==> config.mk <==
export PLATFORM = sky130hd
export DESIGN_NAME = fifo_v4
export DESIGN_NICKNAME = d
export VERILOG_FILES = /design/src/rtl/fifo_v4.sv
export SDC_FILE = /design/constraint.sdc
export NUM_CORES = 1
export LEC_CHECK = 0
export BUFFER_PORTS_ARGS = -buffer_cell sky130_fd_sc_hd__buf_2
export CAP_MARGIN = 20
export CORE_ASPECT_RATIO = 1.4
export CORE_MARGIN = 2
export CORE_UTILIZATION = 46
export DETAILED_ROUTE_END_ITERATION = 8
export HOLD_SLACK_MARGIN = 0.02
export SLEW_MARGIN = 10
export SYNTH_ARGS = -nofsm -noshare
export SYNTH_HDL_FRONTEND = slang
export SYNTH_SLANG_ARGS = --single-unit
==> constraint.sdc <==
create_clock -name clk_i -period 8.5 [get_ports clk_i]
set_input_delay 0.85 -clock clk_i [delete_from_list [all_inputs] [get_ports clk_i]]
set_output_delay 0.85 -clock clk_i [all_outputs]
set_load 0.05 [all_outputs]
==> src/rtl/fifo_v4.sv <==
// Circular-buffer FIFO with push/pop semantics, optional fall-through, programmable
// almost-full/almost-empty thresholds, sticky error flags and a high-water mark.
module fifo_v4 #(
    parameter int unsigned DATA_WIDTH   = 32,
    parameter int unsigned DEPTH        = 8,
    parameter bit          FALL_THROUGH = 1'b0,
    parameter int unsigned PTR_WIDTH    = (DEPTH > 1) ? $clog2(DEPTH) : 1,
    parameter int unsigned CNT_WIDTH    = $clog2(DEPTH + 1)
) (
    input  logic                  clk_i,
    input  logic                  rst_ni,
    input  logic                  flush_i,
    input  logic                  testmode_i,
    input  logic                  err_clr_i,
    input  logic [CNT_WIDTH-1:0]  af_thresh_i,
    input  logic [CNT_WIDTH-1:0]  ae_thresh_i,
    input  logic [DATA_WIDTH-1:0] data_i,
    input  logic                  push_i,
    input  logic                  pop_i,
    output logic [DATA_WIDTH-1:0] data_o,
    output logic                  full_o,
    output logic                  empty_o,
    output logic [CNT_WIDTH-1:0]  usage_o,
    output logic                  almost_full_o,
    output logic                  almost_empty_o,
    output logic                  overflow_o,
    output logic                  underflow_o,
    output logic [CNT_WIDTH-1:0]  hwm_o
);

    logic [DATA_WIDTH-1:0] mem_q [DEPTH];
    logic [PTR_WIDTH-1:0]  wr_ptr_q, wr_ptr_d;
    logic [PTR_WIDTH-1:0]  rd_ptr_q, rd_ptr_d;
    logic [CNT_WIDTH-1:0]  count_q, count_d;
    logic [CNT_WIDTH-1:0]  hwm_q, hwm_d;
    logic                  ovf_q, ovf_d;
    logic                  unf_q, unf_d;

    logic count_zero;
    logic count_full;
    logic ft_bypass;
    logic ft_consume;
    logic push_acc;
    logic pop_acc;
    logic write_en;
    logic unused_testmode;

    assign unused_testmode = testmode_i;

    // Wrap explicitly at DEPTH-1 so non-power-of-two depths work.
    function automatic logic [PTR_WIDTH-1:0] ptr_inc(input logic [PTR_WIDTH-1:0] ptr);
        if (ptr == PTR_WIDTH'(DEPTH - 1)) begin
            return '0;
        end
        return ptr + PTR_WIDTH'(1);
    endfunction

    assign count_zero = (count_q == '0);
    assign count_full = (count_q == CNT_WIDTH'(DEPTH));

    // A push into an empty fall-through FIFO is presented on data_o immediately.
    assign ft_bypass  = (FALL_THROUGH == 1'b1) && count_zero && push_i;
    assign ft_consume = ft_bypass && pop_i;

    assign empty_o = count_zero && !ft_bypass;
    assign full_o  = count_full;

    assign push_acc = push_i && !full_o;
    assign pop_acc  = pop_i && !empty_o;
    assign write_en = push_acc && !ft_consume && !flush_i;

    assign data_o         = ft_bypass ? data_i : mem_q[rd_ptr_q];
    assign usage_o        = count_q;
    assign almost_full_o  = (count_q >= af_thresh_i);
    assign almost_empty_o = (count_q <= ae_thresh_i);
    assign overflow_o     = ovf_q;
    assign underflow_o    = unf_q;
    assign hwm_o          = hwm_q;

    // NOTE: every variable gets a default at the top of always_comb so no path
    // leaves it unassigned and no latch is inferred; blocking '=' is correct here.
    always_comb begin
        wr_ptr_d = wr_ptr_q;
        rd_ptr_d = rd_ptr_q;
        count_d  = count_q;
        if (flush_i) begin
            wr_ptr_d = '0;
            rd_ptr_d = '0;
            count_d  = '0;
        end else if (!ft_consume) begin
            if (push_acc) begin
                wr_ptr_d = ptr_inc(wr_ptr_q);
            end
            if (pop_acc) begin
                rd_ptr_d = ptr_inc(rd_ptr_q);
            end
            case ({push_acc, pop_acc})
                2'b10:   count_d = count_q + CNT_WIDTH'(1);
                2'b01:   count_d = count_q - CNT_WIDTH'(1);
                default: count_d = count_q;
            endcase
        end
    end

    // Set wins over clear; a push dropped by flush is not an error.
    always_comb begin
        ovf_d = (ovf_q && !err_clr_i) || (push_i && full_o && !flush_i);
        unf_d = (unf_q && !err_clr_i) || (pop_i && empty_o && !flush_i);
        if (err_clr_i) begin
            hwm_d = count_d;
        end else if (count_d > hwm_q) begin
            hwm_d = count_d;
        end else begin
            hwm_d = hwm_q;
        end
    end

    // NOTE: state registers use non-blocking '<=' so every flop samples the
    // pre-edge value of its neighbours regardless of statement order.
    always_ff @(posedge clk_i or negedge rst_ni) begin
        if (!rst_ni) begin
            wr_ptr_q <= '0;
            rd_ptr_q <= '0;
            count_q  <= '0;
            hwm_q    <= '0;
            ovf_q    <= 1'b0;
            unf_q    <= 1'b0;
        end else begin
            wr_ptr_q <= wr_ptr_d;
            rd_ptr_q <= rd_ptr_d;
            count_q  <= count_d;
            hwm_q    <= hwm_d;
            ovf_q    <= ovf_d;
            unf_q    <= unf_d;
        end
    end

    // NOTE: storage is reset (not left as plain RAM) because data_o must read
    // zero straight out of reset; flush deliberately leaves the contents alone.
    always_ff @(posedge clk_i or negedge rst_ni) begin
        if (!rst_ni) begin
            for (int i = 0; i < int'(DEPTH); i++) begin
                mem_q[i] <= '0;
            end
        end else if (write_en) begin
            mem_q[wr_ptr_q] <= data_i;
        end
    end

endmodule

; Yosys cells after proc, flatten, opt, wreduce, memory -nomap -nowiden
; Cells that the tools add are included.
[op_classes]
add_sub_neg = 4
order_cmp = 6
n_eq_ne = 5
n_mux = 24
n_bitwise = 2
n_reduce_logical = 20
[op_table]
columns = op, n
row1 = $bwmux W256, 1
row2 = $bmux W32 S3, 1
row3 = $demux W32 S3, 1
row4 = $mux W32, 3
row5 = $mux W3, 8
row6 = $mux W4, 3
row7 = $logic_and A1 B1 Y1, 10
row8 = $ge A4 B4 Y1 const B, 2
row9 = $not A3 Y4, 2
row10 = $pmux W4 S2, 1
row11 = $add A3 B1 Y3 const B, 2
row12 = $eq A3 B3 Y1 const B, 2
row13 = $mux W1, 6
row14 = $reduce_bool A2 Y1, 3
row15 = $add A4 B1 Y4 const B, 1
row16 = $eq A4 B4 Y1 const B, 1
row17 = $ge A4 B4 Y1, 1
row18 = $gt A4 B4 Y1, 1
row19 = $le A4 B4 Y1, 1
row20 = $logic_not A1 Y1, 4
row21 = $logic_not A4 Y1, 1
row22 = $lt A4 B1 Y1 const B, 1
row23 = $sub A4 B1 Y4 const B, 1
row24 = $eq A2 B1 Y1 const B, 1
row25 = 2 further kinds, 3
[word_totals]
reg_bits = 272
input_bits = 47
out_inout_bits = 46
wordCells = 75

; Logic depth before layout (Yosys ltp)
; Gate-level depths: netlist of the first run.
[logic_depth]
ltp_word = 9
ltp_mapped = 16
ltp_nobuf = 15

; Worst setup path after synthesis of the first run
; No wires, ideal clock.
[synth_path]
kind = register to register
startpoint = reg count_q[1], in the netlist usage_o[1]
endpoint = reg hwm_q[3], in the netlist hwm_o[3]
setup_ns = 0.082
arrival_time_ns = 3.440
path_slack_ns = 4.977
path_stages_with_launch = 15
period_less_slack_ns = 3.523
path_cell_list = dfrtp_1 -> buf_2 -> o41ai_2 -> inv_1 -> ha_1 -> clkbuf_1 -> or3_1 -> mux2i_1 -> nor2b_1 -> ha_1 -> o21a_1 -> o31ai_1 -> a21oi_1 -> nand2_1 -> o22ai_1
[synth_via]
elab_chain_len = 8
word_cells_on_any_way = 16
cone_classes = 2 x add/sub / 1 x order compare / 3 x eq/ne / 4 x mux / 6 x reduce/logical
[synth_rtl]
columns = element, line_no
row1 = "start, declared", 34  ; logic [CNT_WIDTH-1:0] count_q, count_d;
row2 = "start signal, assigned", 131  ; count_q <= count_d;
row3 = $eq A4 B4 Y1 or $logic_not A4 Y1 (tied branches), "59, 58"
row4 = $logic_not A1 Y1 (on tied branches), "68, 69"
row5 = $logic_and A1 B1 Y1 (on tied branches), "68, 69"
row6 = $eq A2 B1 Y1 or $eq A2 B2 Y1 (tied branches), 97  ; case ({push_acc, pop_acc})
row7 = $pmux W4 S2 (*), 97
row8 = $mux W4 (*), 86  ; if (flush_i) begin
row9 = net count_d[3], 34
row10 = $gt A4 B4 Y1 or $mux W4 (tied branches), 111  ; end else if (count_d > hwm_q) begin
row11 = $reduce_bool A2 Y1 (no line) or $mux W4 (tied branches), -
row12 = "end signal, assigned", 132  ; hwm_q <= hwm_d;
row13 = "end, declared", 35  ; logic [CNT_WIDTH-1:0] hwm_q, hwm_d;
; Mark *: on every way through the listed nets, which the timed path passes. The rest lies on a longest branch. The select of a mux whose other input is x is not followed.
; A chain may end at the register's enable or synchronous reset.

; Worst setup path after layout of the first run
[layout_path]
startpoint = reg rd_ptr_q[0]
endpoint = out data_o[1]
[layout_via]
elab_chain_len = 4
[layout_rtl]
columns = element, line_no
row1 = "start, declared", 33  ; logic [PTR_WIDTH-1:0] rd_ptr_q, rd_ptr_d;
row2 = "start signal, assigned", 130  ; rd_ptr_q <= rd_ptr_d;
row3 = $not A3 Y4 (not written as such), 72  ; assign data_o = ft_bypass ? data_i : mem_q[rd_ptr_q];
row4 = $bmux W32 S3, 72
row5 = $mux W32 (not written as such) (2 in series), 72
row6 = "end, declared", 20  ; output logic [DATA_WIDTH-1:0] data_o,
; Every way passes these cells. The select of a mux whose other input is x is not followed.

==> results.txt, run 1 <==
* Run status: finished clean
- Among all stages on the critical path, the largest delay is contributed by dfrtp_4.
- Data arrives at the worst endpoint at 3300 ps.
* Number of slew-limit violations in the final report: 0
- Delay of the slowest cell on the worst path: 830 ps
- The worst pin sits at a relative slew slack of 0.260.
* DRT Wirelength: 27.6 mm
- Kind of start point of the critical path: register
* Gate family responsible for the most delay along the worst path: buffers and inverters
* Number of DRC markers after the initial detailed-route iteration: 295
- Synth warn: 0
* Post-route DRC: 0
- The share of total power dissipated in the clock network is 0.263.
* Clock tree from TritonCTS: built
- The setup path with the least slack is of type reg -> out.
* Fmax: 241 MHz
- The clock passes through at most 3 buffers.
- The largest total area in the synthesized netlist belongs to dfrtp_1.
* Count of unique library cells instantiated by Yosys: 39
- Final Skew: 9.25 ps
- The finished cells cover 14,400 µm².
* Number of levels in the clock H-tree: 1
* Power per cell area: 342 nW/µm²
* Initial antenna violation count: 3
* Wire length of the first global-routing pass: 44.2 mm
* Cts repair resizes: 0
- Number of CTS-inserted buffers: 28
- IO Port Bufs: 91
- Placed Instance Area: 13,400 µm²
- Of the total power, the share spent switching nets is 0.356.
* Global Route Usage Sum: 0.199
- Of the total power, registers draw 0.377.
- The filler cells instantiated in the layout total 2,221.
* Final nets: 951
- Class of the tightest hold or removal check: in -> async
* Clock sink total: 272
- Startpoint of the worst register-to-register path: usage_o[1]
- GPL Wtd Cong: 0.775
* Leakage power: 6.75 nW
- The critical path starts at rd_ptr_q[0].
- Total stage count of the critical path: 4
- DRT Pass-1 Iters: 4
- Minimum setup slack after placement: 4800 ps
- Number of cells after detailed placement: 1,220
- In this run the worst path has a maximum fanout of 38.
* Post-layout worst setup margin: 4350 ps
- The number of hold buffers added after CTS was 0.
- At the end of the flow the core is filled with cells to 0.536.
- After technology mapping, the gate count stands at 800.
- The worst setup path is captured at an output port.
* Switch Pwr: 1.76 mW
- Logic pwr share: 0.361
* Worst path required time: 7650 ps
* Post-synth net total: 865
- Top cell type's share of synthesized area: 0.540
- Worst IR Drop VDD: 285 µV
- Post-synthesis instance area: 12,600 µm²
- The later pin in the worst-skew pair is clocked with a latency of 530 ps.
- Number of global-route vias before repair: 7,912
- Max-Cap Viols: 0
- Std cell rows: 71
- Of the cells placed in the final design, the portion with a size suffix greater than 1 is 0.564.
* Clock slew seen by the registers of the worst setup and hold paths: 60 ps
- Setup_tns: 0 ps
- In the final routed layout, each cell accounts on average for 21.6 µm.
- The internal power of the cells totals 3.17 mW.
- The number of setup buffers added after CTS is 0.
- Via count normalized by instance count: 5.59
* Area of the core: 26,900 µm²
- Once detail routing completed, the nets flagged for antenna violations numbered 0.
- Summed over all layers, the global routing overflow is 0.
* Detailed placer's ending HPWL: 16.5 mm
- Avg Synthesized Cell Area: 15.7 µm²
* Bufs and invs on worst path: 2
- Counting flops and latches in the post-synthesis netlist gives 272.
- The endpoint identified for the worst register-to-register timing path is hwm_o[3].
- The final hold violation count is 0.
- Share of the cycle needed by the critical path after routing: 0.488
* Maximum number of pins on one net before global-route repair: 152
- Setup slack on the worst reg-to-reg path comes out at 4910 ps.
- Initial Utilization: 0.468
- Detailed routing inserted a total of 7,122 vias.
- Setup repair after global routing left no endpoint under its margin.
- Cell Count, Final, Fillers Out: 1,274
* Synth-to-Final Area Change: 14.5%
- Num ports: 93
* Minimum clock period: 4150 ps
- The die covers 28,700 µm².
* X dimension of the die: 144 µm
* Total setup violations reported at the end of the flow: 0
- The share of the Yosys chip area taken by registers is 0.540.
- Length in cells of the worst reg-to-reg path: 12
- For the pin with the worst max-slew slack, the measured transition is 1110 ps.
- Vert. Die Dim: 200 µm
* Top area cells in the synthesized netlist: dfrtp_1, mux2_2, mux4_2
- The cell sitting at the root of the clock tree is a clkbuf_16.
* Critical path, cell by cell: buf_4 > mux4_2 > mux2_2 > buf_2
-- placed cells by master (no fill, tap or decap), drive strengths merged, types with 4 or more instances in the layout --
cell    netlist  routed
mux2        288     288
dfrtp       272     272
buf          33     104
mux4         64      64
clkbuf       15      38
ha           18      18
nand2        17      17
inv          16      16
a21oi        14      14
nor2         11      11
clkinv        0       7
nor2b         6       6
o21ai         6       6
nand2b        5       5
bufinv        0       4
-- worst max-delay path by stage --
| stage | endpoint | slack (ps) |
|---|---|---|
| 2_1_floorplan | hwm_o[3] | 4980 |
| 3_3_place_gp | data_o[5] | 4830 |
| 3_5_place_dp | data_o[1] | 4800 |
| 4_1_cts | data_o[1] | 4210 |
| 5_1_grt | data_o[16] | 4120 |
| 6_report | data_o[1] | 4350 |
-- area by class of cell --
| cell class | instances | area [µm²] | area share |
|---|---|---|---|
| clock inverter | 13 | 174 | 0.0121 |
| sequential | 272 | 6820 | 0.472 |
| antenna | 2 | 5.00 | 0.000347 |
| timing repair buffer | 104 | 583 | 0.0404 |
| inverter | 16 | 60.1 | 0.00416 |
| tap | 365 | 457 | 0.0317 |
| multi-input combinational | 464 | 5510 | 0.382 |
| clock buffer | 38 | 820 | 0.0568 |
-- power groups by stage --
stage	registers [mW]	logic, mW	clock network (mW)
global route	1.91	1.90	1.39
floorplan	1.81	1.43	0
detailed placement	1.89	1.80	0
global placement	1.84	1.74	0
CTS	1.86	1.80	1.33
finish	1.86	1.78	1.30
-- cells by family (layout without fill, tap and decap cells) --
logic type | after synthesis | count (layout) | share of synthesized area
AO/OA/AOI/OAI | 31 | 31 | 0.0158
XOR/XNOR | 3 | 3 | 0.00209
flip-flops | 272 | 272 | 0.540
multiplexers | 355 | 355 | 0.374
adder cells (fa/ha/maj) | 18 | 18 | 0.0179
AND/OR/NAND/NOR | 57 | 57 | 0.0250
buffers and inverters | 64 | 171 | 0.0245
other | 0 | 2 | 0
-- cell usage after synthesis, drive strengths merged --
library cell,number
inv,16
or4b,1
ha,18
nand3b,3
o21a,1
a22oi,1
o31ai,2
nand4,1
a41o,1
or3,3
clkbuf,15
buf,33
nand3,3
and2,1
o21bai,1
a21o,2
nor2,11
nor3b,2
nor3,3
nor2b,6
a21oi,14
nand2,17
xor2,3
o22ai,2
o41ai,1
o21ai,6
mux2,288
mux2i,3
mux4,64
nand2b,5
or3b,1
dfrtp,272
-- state kept, by name, summed over array words and instances (netlist names) --
signal,flops
usage_o,4
wr_ptr_q,3
hwm_o,4
mem_q,256
underflow_o,1
rd_ptr_q,3
overflow_o,1
-- per-stage QoR --
| stage | power (mW) | hold WS (ps) |
|---|---|---|
| global placement | 3.59 | 462 |
| CTS | 5.00 | 496 |
| floorplan | 3.24 | 452 |
| detailed placement | 3.68 | 482 |
| finish | 4.93 | 212 |
| global route | 5.20 | 223 |
-- metal layers --
layer | track usage | routed length, µm
met4 | 0.0443 | 501
met3 | 0.0317 | 1020
met5 | 0 | 13
met2 | 0.351 | 14400
met1 | 0.260 | 11600
(Power assumes the default switching activity.)
==> run 2: changes to the inputs <==
- clock period: 8.5 -> 3.9 ns (I/O delays scaled with it)
==> run 2 against run 1 <==
Wire length increased by 0.38%. Flip-flop and latch count unchanged. Global-route usage about the same. Non-clock buffer count increased by 9. Critical path depth increased by 8. Worst hold slack got worse by 85 ps. Worst setup slack got worse by 3900 ps. Sequential power increased by 120%. Total power increased by 120%. Clock power increased by 140%. Register-to-register slack got worse by 4400 ps. Core utilization increased by 0.83 points.
==> results.txt, run 2 (synthesized netlist as in run 1, its figures left out) <==
* Total Power Consumption: 11.0 mW (was 4.93 mW)
* Final Skew: 18.4 ps (was 9.25 ps)
- Vert. Die Dim: 200 µm (unchanged)
- The routed length per instance came to 21.6 µm (about the same).
* Fmax: 291 MHz
* Number of global-route vias before repair: 7,946 (was 7,912)
- The count of pins on the block boundary is 93 (unchanged).
* Met1 usage: 0.254 (was 0.260)
- Final nets: 960 (was 951)
- The summed negative setup slack over all endpoints came to 0 ps (unchanged).
- The horizontal die dimension was 144 µm (unchanged).
- Clock tree from TritonCTS: built (unchanged)
- The clock-pin slew on the worst setup and hold paths came to 60 ps (about the same).
* Fillers: 2,264 (was 2,221)
* Std cell rows: 71 (unchanged)
- DRT Pass-1 Iters: 4 (unchanged)
- The share of post-route cells with drive strength above 1 came to 0.566 (was 0.564).
- The delay of the slowest critical-path stage came to 560 ps (was 830 ps).
* DRT Wirelength: 27.7 mm (was 27.6 mm)
- Start point of the worst hold path: err_clr_i
- Cell type with the highest occurrence count on the critical path: ha_1
- For the finished layout, the period the worst path requires is 3440 ps.
* Reg2Reg Capture Point: hwm_o[3] (unchanged)
* Leakage power: 6.85 nW (was 6.75 nW)
- The post-detailed-route via-to-cell ratio was 5.54 (was 5.59).
- Run status: finished clean (unchanged)
- Top library cells by usage in the layout, fill and taps aside: mux2_2, dfrtp_1, buf_2 (unchanged).
- The global routing met2 resource utilization is 0.360 (was 0.351).
- The reported max-cap violation count came to 0 (unchanged).
* Vias after detailed routing: 7,105 (was 7,122)
- Register with the highest flop count: mem_q (unchanged)
* Slowest-stage cell, CP: o41ai_4 (was dfrtp_4)
- Final antenna-violating net count: 0 (unchanged)
- Initial antenna violation count: 1 (was 3)
* Slew of the pin with the lowest slew margin: 914 ps (was 1110 ps)
- Along the worst hold path, the cell count comes to 2.
- Number of slew-limit violations in the final report: 0 (unchanged)
* Maximum number of pins on one net before global-route repair: 111 (was 152)
- Setup fix buffers added after clock tree synthesis: 0 (unchanged)
- Final hold viol count: 0 (unchanged)
* Detailed placer's ending HPWL: 17.2 mm (was 16.5 mm)
- Global Route Usage Sum: 0.199 (about the same)
- The worst hold slack after final layout is 127 ps (was 212 ps).
- Number of DRC markers after the initial detailed-route iteration: 253 (was 295)
* Max FFs per register: 256 (unchanged)
* Total congestion overflow: 0 (unchanged)
- Synth-to-Final Area Change: 16.3% (was 14.5%)
- End point of the most critical hold path: overflow_o
- IO Port Bufs: 91 (unchanged)
* Clock tree buffer depth: 3 (unchanged)
- Largest driver fanout on the critical path: 12 (was 38)
* Total setup violations reported at the end of the flow: 0 (unchanged)
- Post-route DRC: 0 (unchanged)
- Leading cell type in the layout, fill and taps excluded: mux2_2 (unchanged)
* Full die area: 28,700 µm² (unchanged)
- Number of CTS-inserted buffers: 28 (unchanged)
- Area taken by flip-flops and latches: 6820 µm² (unchanged)
- CP arrival: 3880 ps (was 3300 ps)
- The power density normalized to cell area is 753 nW/µm² (was 342 nW/µm²).
- The most crowded layer after global routing is met2 (unchanged).
- Met3 track demand over resource in global routing: 0.0284 (was 0.0317)
- Worst path required time: 4340 ps (was 7650 ps)
- Type of destination of the critical path: register (was output port)
- Combined area of the multi-input logic cells: 5530 µm² (was 5510 µm²)
- Area of the core: 26,900 µm² (unchanged)
- Worst IR Drop VDD: 564 µV (was 285 µV)
* Number of levels in the clock H-tree: 1 (unchanged)
- Cell chosen for the clock root: clkbuf_16 (unchanged)
* Kind of start point of the critical path: register (unchanged)
* Length in cells of the worst reg-to-reg path: 12 (unchanged)
- Critical path, cell by cell: o41ai_4 > inv_1 > ha_1 > or3_1 > mux2i_1 > nor2b_1 > ha_1 > o21a_1 > o31ai_1 > a21oi_1 > nand2_1 > o22ai_1 (was buf_4 > mux4_2 > mux2_2 > buf_2)
- The remaining max-slew budget at the tightest pin was 0.391 (was 0.260).
* RSZ-0062 raised after global routing: false (unchanged)
* Share of the cycle needed by the critical path after routing: 0.881
- The routability-driven placement congestion ratio was 0.739 (was 0.775).
* Worst skew pair latency: 540 ps (was 530 ps)
* Class of the tightest hold or removal check: in -> reg (was in -> async)
- The total clock sinks is 272 (unchanged).
- The critical path class is reg -> reg (was reg -> out).
- The slack of the worst reg-to-reg path was 460 ps (was 4910 ps).
- Wire length of the first global-routing pass: 43.9 mm (was 44.2 mm)
- The initial core utilization was 0.468 (unchanged).
- Startpoint of the worst register-to-register path: usage_o[1] (unchanged)
[run 2: worst max path at each step]
stage	from	endpoint	slack, ps	cells past startpoint
floorplan	usage_o[1]	hwm_o[3]	380	14
global placement	usage_o[1]	hwm_o[3]	450	12
detailed placement	usage_o[1]	hwm_o[3]	300	12
CTS	usage_o[1]	hwm_o[3]	280	12
global route	usage_o[1]	hwm_o[3]	150	15
finish	usage_o[1]	hwm_o[3]	460	12
[run 2: critical path: cells and delay by family, from the launching register on]
family	cells	cell delay, ps
buffers and inverters	1	140
multiplexers	1	180
AND/OR/NAND/NOR	3	570
adder cells (fa/ha/maj)	2	710
flip-flops	1	540
AO/OA/AOI/OAI	5	1190
[run 2: cell type report]
class	count	share of cell area
flip-flops and latches	272	0.465
multi-input cells	464	0.377
clock buffers	42	0.0590
repair buffers	113	0.0483
well taps	365	0.0312
clock inverters	8	0.0147
inverters	16	0.00410
diodes	2	0.000342
[run 2: metal layers]
metal	wire [µm]	vias up
li1	-	3163
met1	11500	3819
met2	14900	88
met3	817	35
met4	456	0
met5	0	-
[run 2: power breakdown]
part	total (mW)	internal, mW	switching (mW)
Sequential	4.03	3.52	0.511
Clock	3.07	1.98	1.09
Combinational	3.93	1.69	2.23
[run 2: timing repair]
action                                 in CTS  in global routing
setup endpoints to repair                   0                  1
endpoints found under the hold margin     108                  0
hold buffers                                1                  0
resized for setup                           0                  1
[run 2: per-stage QoR]
step | instance area [µm²] | instances | setup WS (ps) | utilization
after floorplan | 12600 | 800 | 377 | -
after global placement | 13500 | 1229 | 447 | 0.503
after detailed placement | 13500 | 1229 | 304 | 0.503
after CTS | 14600 | 1280 | 284 | 0.544
after global routing | 14600 | 1280 | 152 | 0.544
final | 14700 | 1282 | 463 | 0.544
